**src/rtl/ccff_loader_pkg.sv**
```systemverilog
// Shared configuration-chain definitions: loader FSM states, default chain
// length of the generated fabric, and the stream byte width.
package fpga_cfg_pkg;

  localparam int CHAIN_LEN_DEFAULT = 1024;
  localparam int BYTE_W            = 8;

  typedef enum logic [2:0] {
    ST_IDLE,
    ST_FETCH,
    ST_SETUP,
    ST_HIGH,
    ST_DONE
  } state_e;

endpackage

```
**src/rtl/ccff_loader_if.sv**
```systemverilog
// Byte stream, readback stream, run control and configuration-chain pins of
// the bitstream loader. The loader uses the slave view, the host the master view.
interface ccff_loader_if;
  import fpga_cfg_pkg::*;

  logic              start;
  logic [BYTE_W-1:0] s_data;
  logic              s_valid;
  logic              s_ready;
  logic              prog_clk;
  logic              ccff_head;
  logic              ccff_tail;
  logic [BYTE_W-1:0] rb_data;
  logic              rb_valid;
  logic              busy;
  logic              done;

  modport master (
    output start, s_data, s_valid, ccff_tail,
    input  s_ready, prog_clk, ccff_head, rb_data, rb_valid, busy, done
  );

  modport slave (
    input  start, s_data, s_valid, ccff_tail,
    output s_ready, prog_clk, ccff_head, rb_data, rb_valid, busy, done
  );

endinterface

```
**src/rtl/ccff_clkgen.sv**
```systemverilog
// prog_clk generator: a DIV-cycle phase counter toggles a registered prog_clk
// level while enabled. rise_o/fall_o flag the clk edge at which prog_clk will
// go high/low. Disabling returns prog_clk and the phase to zero.
module ccff_clkgen #(
  parameter int DIV = 4
) (
  input  logic clk,
  input  logic reset,
  input  logic en_i,
  output logic prog_clk_o,
  output logic rise_o,
  output logic fall_o
);

  localparam int            CW   = (DIV > 1) ? $clog2(DIV) : 1;
  localparam logic [CW-1:0] LAST = CW'(DIV - 1);

  logic [CW-1:0] cnt_q, cnt_d;
  logic          pclk_q, pclk_d;
  logic          tc;

  // Phase counter next state; terminal count toggles the prog_clk level.
  always_comb begin
    tc     = en_i && (cnt_q == LAST);
    cnt_d  = cnt_q;
    pclk_d = pclk_q;
    if (!en_i) begin
      cnt_d  = '0;
      pclk_d = 1'b0;
    end else if (tc) begin
      cnt_d  = '0;
      pclk_d = ~pclk_q;
    end else begin
      cnt_d  = cnt_q + CW'(1);
    end
  end

  // Phase and level registers.
  always_ff @(posedge clk) begin
    if (reset) begin
      cnt_q  <= '0;
      pclk_q <= 1'b0;
    end else begin
      cnt_q  <= cnt_d;
      pclk_q <= pclk_d;
    end
  end

  assign prog_clk_o = pclk_q;
  assign rise_o     = tc && !pclk_q;
  assign fall_o     = tc && pclk_q;

endmodule

```
**src/rtl/ccff_loader.sv**
```systemverilog
// Configuration-chain bitstream loader: serializes stream bytes MSB-first onto
// ccff_head under a generated prog_clk, and repacks the bits leaving ccff_tail
// into readback bytes. Runs exactly CHAIN_LEN bits per start pulse.
module ccff_loader
  import fpga_cfg_pkg::*;
#(
  parameter int CHAIN_LEN = CHAIN_LEN_DEFAULT,
  parameter int DIV       = 4
) (
  input logic          clk,
  input logic          reset,
  ccff_loader_if.slave bus
);

  localparam int BCW = $clog2(CHAIN_LEN + 1);
  localparam int IW  = $clog2(BYTE_W);
  // Left shift that MSB-aligns a short final readback byte.
  localparam int PAD = (BYTE_W - (CHAIN_LEN % BYTE_W)) % BYTE_W;

  state_e            state_q, state_d;
  logic [BCW-1:0]    bitcnt_q;
  logic [IW-1:0]     bidx_q;
  logic              head_q;
  logic [BYTE_W-2:0] sh_q;
  logic [BYTE_W-2:0] rb_sh_q;
  logic [BYTE_W-1:0] rb_data_q;
  logic              rb_valid_q;

  logic              clk_en, pclk, rise, fall;
  logic              accept, capture, advance, is_last, rb_emit;
  logic [BYTE_W-1:0] rb_word;

  ccff_clkgen #(.DIV(DIV)) u_clkgen (
    .clk        (clk),
    .reset      (reset),
    .en_i       (clk_en),
    .prog_clk_o (pclk),
    .rise_o     (rise),
    .fall_o     (fall)
  );

  assign is_last = (bitcnt_q == BCW'(CHAIN_LEN - 1));
  assign accept  = (state_q == ST_FETCH) && bus.s_valid;
  assign capture = (state_q == ST_SETUP) && rise;
  assign advance = (state_q == ST_HIGH) && fall;
  // ccff_tail is sampled on the edge that raises prog_clk, i.e. before the fabric shifts.
  assign rb_word = {rb_sh_q, bus.ccff_tail};
  assign rb_emit = capture && ((bidx_q == '0) || is_last);

  // Run sequencing and prog_clk enable.
  always_comb begin
    state_d = state_q;
    clk_en  = 1'b0;
    case (state_q)
      ST_IDLE:  if (bus.start) state_d = ST_FETCH;
      ST_FETCH: if (bus.s_valid) state_d = ST_SETUP;
      ST_SETUP: begin
        clk_en = 1'b1;
        if (rise) state_d = ST_HIGH;
      end
      ST_HIGH: begin
        clk_en = 1'b1;
        if (fall) begin
          if (is_last)              state_d = ST_DONE;
          else if (bidx_q == '0)    state_d = ST_FETCH;
          else                      state_d = ST_SETUP;
        end
      end
      ST_DONE:  state_d = ST_IDLE;
      default:  state_d = ST_IDLE;
    endcase
  end

  // Control state: FSM, counters, head bit and readback output.
  always_ff @(posedge clk) begin
    if (reset) begin
      state_q    <= ST_IDLE;
      bitcnt_q   <= '0;
      bidx_q     <= '0;
      head_q     <= 1'b0;
      rb_data_q  <= '0;
      rb_valid_q <= 1'b0;
    end else begin
      state_q    <= state_d;
      rb_valid_q <= rb_emit;
      if (rb_emit) rb_data_q <= is_last ? (rb_word << PAD) : rb_word;
      if ((state_q == ST_IDLE) && bus.start) bitcnt_q <= '0;
      if (accept) begin
        bidx_q <= IW'(BYTE_W - 1);
        head_q <= bus.s_data[BYTE_W-1];
      end
      if (advance) begin
        bitcnt_q <= bitcnt_q + BCW'(1);
        bidx_q   <= bidx_q - IW'(1);
        if (state_d == ST_SETUP) head_q <= sh_q[BYTE_W-2];
      end
    end
  end

  // Outgoing byte remainder and incoming readback bits.
  always_ff @(posedge clk) begin
    if (accept)       sh_q <= bus.s_data[BYTE_W-2:0];
    else if (advance) sh_q <= {sh_q[BYTE_W-3:0], 1'b0};
    if (capture) rb_sh_q <= rb_word[BYTE_W-2:0];
  end

  assign bus.s_ready   = (state_q == ST_FETCH);
  assign bus.busy      = (state_q != ST_IDLE) && (state_q != ST_DONE);
  assign bus.done      = (state_q == ST_DONE);
  assign bus.prog_clk  = pclk;
  assign bus.ccff_head = head_q;
  assign bus.rb_data   = rb_data_q;
  assign bus.rb_valid  = rb_valid_q;

endmodule

```
**src/flat_wrapper.sv**
```systemverilog
// flat-port wrapper written by rule: the top's interface ports become plain ports
module ccff_loader_flat import fpga_cfg_pkg::*;
#(
  parameter int CHAIN_LEN = CHAIN_LEN_DEFAULT,
  parameter int DIV       = 4
)
  (clk, reset, bus_start, bus_s_data, bus_s_valid, bus_ccff_tail, bus_s_ready, bus_prog_clk, bus_ccff_head, bus_rb_data, bus_rb_valid, bus_busy, bus_done);
  ccff_loader_if bus_i ();
  input logic clk;
  input logic reset;
  input wire logic [$bits(bus_i.start)-1:0] bus_start;
  input wire logic [$bits(bus_i.s_data)-1:0] bus_s_data;
  input wire logic [$bits(bus_i.s_valid)-1:0] bus_s_valid;
  input wire logic [$bits(bus_i.ccff_tail)-1:0] bus_ccff_tail;
  output wire logic [$bits(bus_i.s_ready)-1:0] bus_s_ready;
  output wire logic [$bits(bus_i.prog_clk)-1:0] bus_prog_clk;
  output wire logic [$bits(bus_i.ccff_head)-1:0] bus_ccff_head;
  output wire logic [$bits(bus_i.rb_data)-1:0] bus_rb_data;
  output wire logic [$bits(bus_i.rb_valid)-1:0] bus_rb_valid;
  output wire logic [$bits(bus_i.busy)-1:0] bus_busy;
  output wire logic [$bits(bus_i.done)-1:0] bus_done;
  assign bus_i.start = bus_start;
  assign bus_i.s_data = bus_s_data;
  assign bus_i.s_valid = bus_s_valid;
  assign bus_i.ccff_tail = bus_ccff_tail;
  assign bus_s_ready = bus_i.s_ready;
  assign bus_prog_clk = bus_i.prog_clk;
  assign bus_ccff_head = bus_i.ccff_head;
  assign bus_rb_data = bus_i.rb_data;
  assign bus_rb_valid = bus_i.rb_valid;
  assign bus_busy = bus_i.busy;
  assign bus_done = bus_i.done;
  ccff_loader #(.CHAIN_LEN(CHAIN_LEN), .DIV(DIV)) u_core (.clk(clk), .reset(reset), .bus(bus_i));
endmodule
```
**config.mk**
```make
export PLATFORM = sky130hd
export DESIGN_NAME = ccff_loader_flat
export DESIGN_NICKNAME = d
export VERILOG_FILES = /design/src/rtl/ccff_loader_pkg.sv /design/src/rtl/ccff_loader_if.sv /design/src/rtl/ccff_clkgen.sv /design/src/rtl/ccff_loader.sv /design/src/flat_wrapper.sv
export SDC_FILE = /design/constraint.sdc
export NUM_CORES = 1
export LEC_CHECK = 0
export CELL_PAD_IN_SITES_DETAIL_PLACEMENT = 1
export CELL_PAD_IN_SITES_GLOBAL_PLACEMENT = 1
export CORE_UTILIZATION = 42
export CTS_BUF_LIST = sky130_fd_sc_hd__clkbuf_4 sky130_fd_sc_hd__clkbuf_8 sky130_fd_sc_hd__clkbuf_16
export DETAILED_ROUTE_END_ITERATION = 8
export GPL_TIMING_DRIVEN = 1
export MAX_ROUTING_LAYER = met4
export PLACE_DENSITY_LB_ADDON = 0.1
export SETUP_SLACK_MARGIN = 0.15
export SLEW_MARGIN = 40
export SYNTH_ARGS = -nofsm -noshare
export SYNTH_HDL_FRONTEND = slang
export SYNTH_SLANG_ARGS = --single-unit
```
**constraint.sdc**
```tcl
create_clock -name clk -period 2.65 [get_ports clk]
set_input_delay 0.53 -clock clk [delete_from_list [all_inputs] [get_ports clk]]
set_output_delay 0.53 -clock clk [all_outputs]
set_load 0.01 [all_outputs]
```
==> metrics <==
RePlAce Congestion=0.815; Starting Density=0.445; Area Growth Syn to Fin=18.8%; die width=70.6 um; Power Dens Cells=526 nW/um2; CTS tree=built; period utilization=0.875; Sinks on Clock Net=44; CP startpoint kind=register; GR Overflow Total=0; setup TNS=0 ps; worst-path cell chain=or2_2, nor2_1, clkdlybuf4s50_1; maximum vdd drop=0.000272 V; leakage power=0.814 nW; Routed Antenna Nets=0; Max Slew Vio Count=0; CP arrival=1790 ps; I/O pins=27; CTS resizes=0; worst endpoint required time=2120 ps; hold path depth=0; GRT Total Usage=0.189; Die H=70.6 um; CP max stage delay=530 ps; critical path endpoint category=output port; Max H-tree Level=2; core area=4440 um2; worst reg2reg endpoint=u_core.bitcnt_q[7]$_SDFFE_PP0P_; Fmax=0.431 GHz; nets in the synthesized netlist=201; Port Buf Inserts=26; failing checks=design-rule violations; Hold Startpoint=u_core.rb_sh_q[4]$_DFFE_PP_; first-pass GRT wire length=7060 um; Post-Route WL=4100 um; Reg2Reg Setup Slack=510 ps; Async SR Flop Fraction=0; EDFF count, synth=14; RSZ-0062 raised after global routing=no; fraction of layout cells with a size suffix above 1=0.129; routed via count=1445; CP delay by family, top=buffers and inverters; initial antenna violation count=0; FF-to-FF Start=u_core.u_clkgen.cnt_q[0]$_SDFF_PP0_; Finished Core Util=0.529; Clock Tree Root=clkbuf_8; DR WL/cell=15.7 um; largest net degree at the start of global routing=19; Diodes inserted=0; status=finished with violations; Worst Reg-to-Reg Cells=6; Max Cap Viol=0; post-synthesis sequential element count=44; slew margin rel.=0.629; clk buf depth=2; CTS Hold Bufs=0; Synth cell types=50; Clk pin slew, worst setup/hold paths=70 ps; vias in the first global route=1448; slowest cell on the critical path=clkdlybuf4s50_1; DR iter-0 viols=57; Seq/Total Area, Yosys=0.516; number of iterations in the first detailed-routing pass=6; Main synth FF type=dfxtp_1; Bufs and invs on worst path=1; Ys Warns=0; Final Hold Vio Count=0; worst-path fanout max=15; Worst Hold Path EP=u_core.rb_sh_q[5]$_DFFE_PP_; post-CTS setup buffers=0; HP Class=reg2reg; Post-Syn Area per Cell=10.8 um2; Critical Setup Path Class=reg2out; Synth Cell Area=1980 um2; dpl ws=353 ps; worst-skew pair later-pin latency=290 ps; vias per cell=5.52; Worst Tran Pin Value=556 ps; area of the die=4990 um2; DR DRC count=8; Worst Clk Skew=6.82 ps; CTS Buf Count=5; hold_ws=452 ps; setup ws final=332 ps; Rows=24; Final #Nets=226; setup violators final=0; fin crit period=2320 ps; Post-DP HPWL=3040 um; Syn Inst Count=184
## worst max-delay path by stage
| stage | startpoint | endpoint | slack, ps | cells past startpoint |
|---|---|---|---|---|
| after floorplan | u_core.state_q[1]$_SDFF_PP0_ | u_core.bus.rb_data[0]$_SDFFE_PP0P_ | 750 | 7 |
| after global placement | bus_s_valid | u_core.bidx_q[2]$_SDFFE_PP0P_ | 430 | 6 |
| after detailed placement | bus_s_valid | u_core.bidx_q[2]$_SDFFE_PP0P_ | 350 | 6 |
| after CTS | u_core.state_q[0]$_SDFF_PP0_ | bus_done | 300 | 3 |
| after global routing | u_core.state_q[0]$_SDFF_PP0_ | bus_done | 220 | 3 |
| final | u_core.state_q[0]$_SDFF_PP0_ | bus_done | 330 | 3 |
## stage by stage
| step | instances | power [mW] | instance area (um2) |
|---|---|---|---|
| floorplan | 184 | 0.795 | 1980 |
| global placement | 254 | 0.833 | 2260 |
| detailed placement | 254 | 0.840 | 2260 |
| CTS | 262 | 1.26 | 2350 |
| global route | 262 | 1.30 | 2350 |
| finish | 262 | 1.24 | 2350 |
## report_power, final
group / total [mW] / internal (mW) / switching, mW
combinational: 0.103 / 0.0533 / 0.0497
sequential: 0.719 / 0.705 / 0.0138
clock: 0.413 / 0.205 / 0.208
total: 1.24 / 0.964 / 0.271
## layer usage
layer	GRT usage	share of wire	vias up
met5	-	0	-
met4	0.0533	0.011	0
met3	0.0527	0.046	5
met2	0.303	0.48	31
met1	0.235	0.46	691
li1	-	-	718
## worst register-to-register path: stages, from the launching register on
cell and delay (ps):
dfxtp_1 350, ha_1 280, and4b_1 470, nand2_1 350, nor3_1 270, nor2_1 70, a311oi_1 260
## registers in the layout, summed over array words and instances, names as in the netlist
signal and count:
u_core.sh_q 7, u_core.u_clkgen.cnt_q 2, u_core.bitcnt_q 11, u_core.rb_sh_q 7, u_core.state_q 3, u_core.bus.rb_data 8, u_core.bidx_q 3, u_core.u_clkgen.prog_clk_o 1
u_core.bus.rb_valid 1, u_core.bus.ccff_head 1
## area by class of cell
cell class | count | area (um2)
clock buffers | 7 | 83.8
clock inverters | 1 | 5.00
fillers | 491 | 2090
inverters | 4 | 15.0
multi-input cells | 125 | 877
flip-flops and latches | 44 | 1020
well taps | 52 | 65.1
repair buffers | 29 | 283
## cell usage after synthesis (all sizes together) (3+ instances only)
cell	count	share of area
or3	4	0.013
nand4	3	0.017
nor2	19	0.037
clkbuf	3	0.0057
nand3b	4	0.015
edfxtp	14	0.21
nand2	8	0.015
buf	8	0.027
a21o	3	0.011
nor3	10	0.028
inv	4	0.0076
dfxtp	30	0.30
and2	4	0.013
a21oi	12	0.032
mux2	7	0.042
nand2b	3	0.011
ha	4	0.025
nand3	3	0.0076
o21ai	3	0.0076
mux2i	10	0.051
nor4b	3	0.016
## cell families (layout without fill, tap and decap cells)
kind of cell / count (synthesis) / after routing / synth area share
xor gates and xnor gates: 2 / 2 / 0.00886
muxes: 17 / 17 / 0.0923
DFF: 44 / 44 / 0.516
adders and majority gates: 4 / 4 / 0.0253
and+or+nand+nor: 73 / 73 / 0.219
buffers and inverters: 15 / 41 / 0.0405
AOI/OAI and AO/OA: 29 / 29 / 0.0974
## cell usage in the layout (no fill, tap or decap), types with 2 or more instances in the layout
| master | Yosys | routed |
|---|---|---|
| o31a_1 | 2 | 2 |
| nor3_1 | 9 | 9 |
| nand3b_1 | 4 | 4 |
| a21o_1 | 3 | 3 |
| nand2b_1 | 2 | 2 |
| ha_1 | 4 | 4 |
| o21ai_0 | 3 | 3 |
| clkbuf_8 | 0 | 5 |
| mux2_2 | 6 | 6 |
| clkbuf_4 | 0 | 2 |
| edfxtp_1 | 14 | 14 |
| nor2_1 | 18 | 18 |
| inv_1 | 4 | 4 |
| nand4_1 | 2 | 2 |
| nor4_1 | 2 | 2 |
| buf_4 | 3 | 3 |
| nor2b_1 | 2 | 2 |
| a21oi_1 | 11 | 11 |
| nand3_1 | 3 | 3 |
| dfxtp_1 | 30 | 30 |
| a311oi_1 | 2 | 2 |
| clkdlybuf4s50_1 | 0 | 26 |
| nand2_1 | 8 | 8 |
| mux2i_1 | 10 | 10 |
| nor4b_1 | 2 | 2 |
| or3_1 | 4 | 4 |
| a211oi_1 | 2 | 2 |
| and2_1 | 3 | 3 |
| o21a_1 | 2 | 2 |
(Power assumes the default switching activity.)
==> RTL change, RTL diff (same settings) <==
Change the package constant `BYTE_W` from 8 to 16.
--- a/src/rtl/ccff_loader_pkg.sv
+++ b/src/rtl/ccff_loader_pkg.sv
@@ -5,3 +5,3 @@
   localparam int CHAIN_LEN_DEFAULT = 1024;
-  localparam int BYTE_W            = 8;
+  localparam int BYTE_W            = 16;
 
Interface: changed (resized bus_rb_data and bus_s_data); port bits go from 27 to 43. No check against the original RTL was run, so the function may have changed too.
==> RTL change against the original RTL <==
- via count is 45% higher
- final area up 52%
- total power rose by 81%
- cell count is 45% higher
- combinational power is 92% higher
- setup slack improved by 0.019 ns
- the run still ends with design-rule violations left
- sequential cell count grew 25
- clock skew up 0.011 ns
- routed wire length increased by 51%
- count of clock-buffer cells in the layout increased by 4
- synthesized area rose by 48%
==> RTL change: results (changes against the original RTL) <==
Routability cong.: 0.7237 (was 0.8152)
Failing checks: design-rule violations (unchanged)
First-pass GRT wire length: 10,220 µm (was 7058 µm)
Vias in the first global route: 2,008 (was 1,448)
Synth top cells by count: dfxtp_1, edfxtp_1, a21oi_1 (was dfxtp_1, nor2_1, edfxtp_1)
Worst hold path type: reg -> reg (unchanged)
CP max FO: 10 (was 15)
Peak VDD IR: 0.0003017 V (was 0.0002723 V)
Syn Area/Cell: 11.54 µm² (was 10.75 µm²)
Number of flops mapped to enable cells by yosys: 30 (was 14)
Status: complete, but fails checks (unchanged)
Share of cells above drive strength 1: 0.1806 (was 0.1286)
Largest net degree at the start of global routing: 25 (was 19)
DRT iter0 DRCs: 66 (was 57)
Clk slew on worst S/H paths: 0.09 ns (was 0.07 ns)
Detailed Place HPWL: 4145 µm (was 3039 µm)
Leakage power figure: 1.165 nW (was 0.8143 nW)
Drt wl/cell: 16.40 µm (was 15.66 µm)
Gr usage total: 0.1903 (was 0.1889)
Cell-internal power: 0.001691 W (was 0.0009642 W)
Seq/Total Area, Yosys: 0.5758 (was 0.5161)
Clock H-tree levels: 3 (was 2)
DRC: 1 (was 8)
Worst Path Arrival: 1.77 ns (was 1.79 ns)
Vias/cell: 5.544 (was 5.515)
Final net count: 318 (was 226)
ANT cells: 0 (unchanged)
CP peak stage delay: 0.55 ns (was 0.53 ns)
Worst-Margin Slew: 0.4785 ns (was 0.5564 ns)
Dpl ws: 0.2915 ns (was 0.3528 ns)
Max FFs per register: 16 (was 11)
Syn Nets: 277 (was 201)
Skew final: 0.01736 ns (was 0.006823 ns)
Cells after DPL: 363 (was 254)
Clock Latency Late Sink: 0.35 ns (was 0.29 ns)
Top cells by area, synth: edfxtp_1, dfxtp_1, mux2_2 (was dfxtp_1, edfxtp_1, mux2i_1)
Placement-stage cell area: 0.003366 mm² (was 0.002261 mm²)
Final WL: 6217 µm (was 4104 µm)
Number of buffers created by CTS: 9 (was 5)
IO Port Bufs: 42 (was 26)
-- RTL change: power groups by stage --
stage / Clock (W) / Sequential, W / Combinational [W]
after floorplan: 0 / 0.00116 / 0.000139
after detailed placement: 0 / 0.00117 / 0.000201
after global placement: 0 / 0.00117 / 0.000196
final: 0.000890 / 0.00115 / 0.000198
after global routing: 0.000960 / 0.00115 / 0.000218
after CTS: 0.000905 / 0.00115 / 0.000202
-- RTL change: worst paths after layout --
path	from	to	slack, ns	cells after the start
worst max-delay path	u_core.state_q[1]	bus_done	0.35	3
worst min-delay path	u_core.rb_sh_q[4]	u_core.rb_sh_q[5]	0.44	0
worst max register to register	u_core.u_clkgen.cnt_q[0]	u_core.bidx_q[3]	0.60	5
worst min register to register	u_core.rb_sh_q[4]	u_core.rb_sh_q[5]	0.44	0
-- RTL change: area by class of cell --
cell class | count | area, µm²
clock inverters | 5 | 61.31
clock buffers | 11 | 145.1
flip-flops and latches | 69 | 1683
well taps | 80 | 100.1
repair buffers | 48 | 478.0
inverters | 6 | 23.77
fillers | 733 | 3183
multi-input cells | 160 | 1082
-- RTL change: logic make-up after synthesis --
group,share of synthesized area
simple gates,0.1500
compound gates,0.1397
mux,0.06512
xor+xnor,0.003000
flops,0.5758
fa+ha+maj,0.01285
buf+inv,0.05355
-- RTL change: layer usage --
| layer | wire (µm) | GRT usage |
|---|---|---|
| met4 | 110 | 0.1000 |
| met5 | 0 | - |
| met3 | 139 | 0.03210 |
| met1 | 2975 | 0.2405 |
| met2 | 2991 | 0.2940 |
-- RTL change: metrics by stage --
step,hold WS (ns),total power (W)
2_1_floorplan,0.4036,0.001300
3_3_place_gp,0.4176,0.001368
3_5_place_dp,0.4355,0.001374
4_1_cts,0.4439,0.002256
5_1_grt,0.4651,0.002330
6_report,0.4393,0.002237
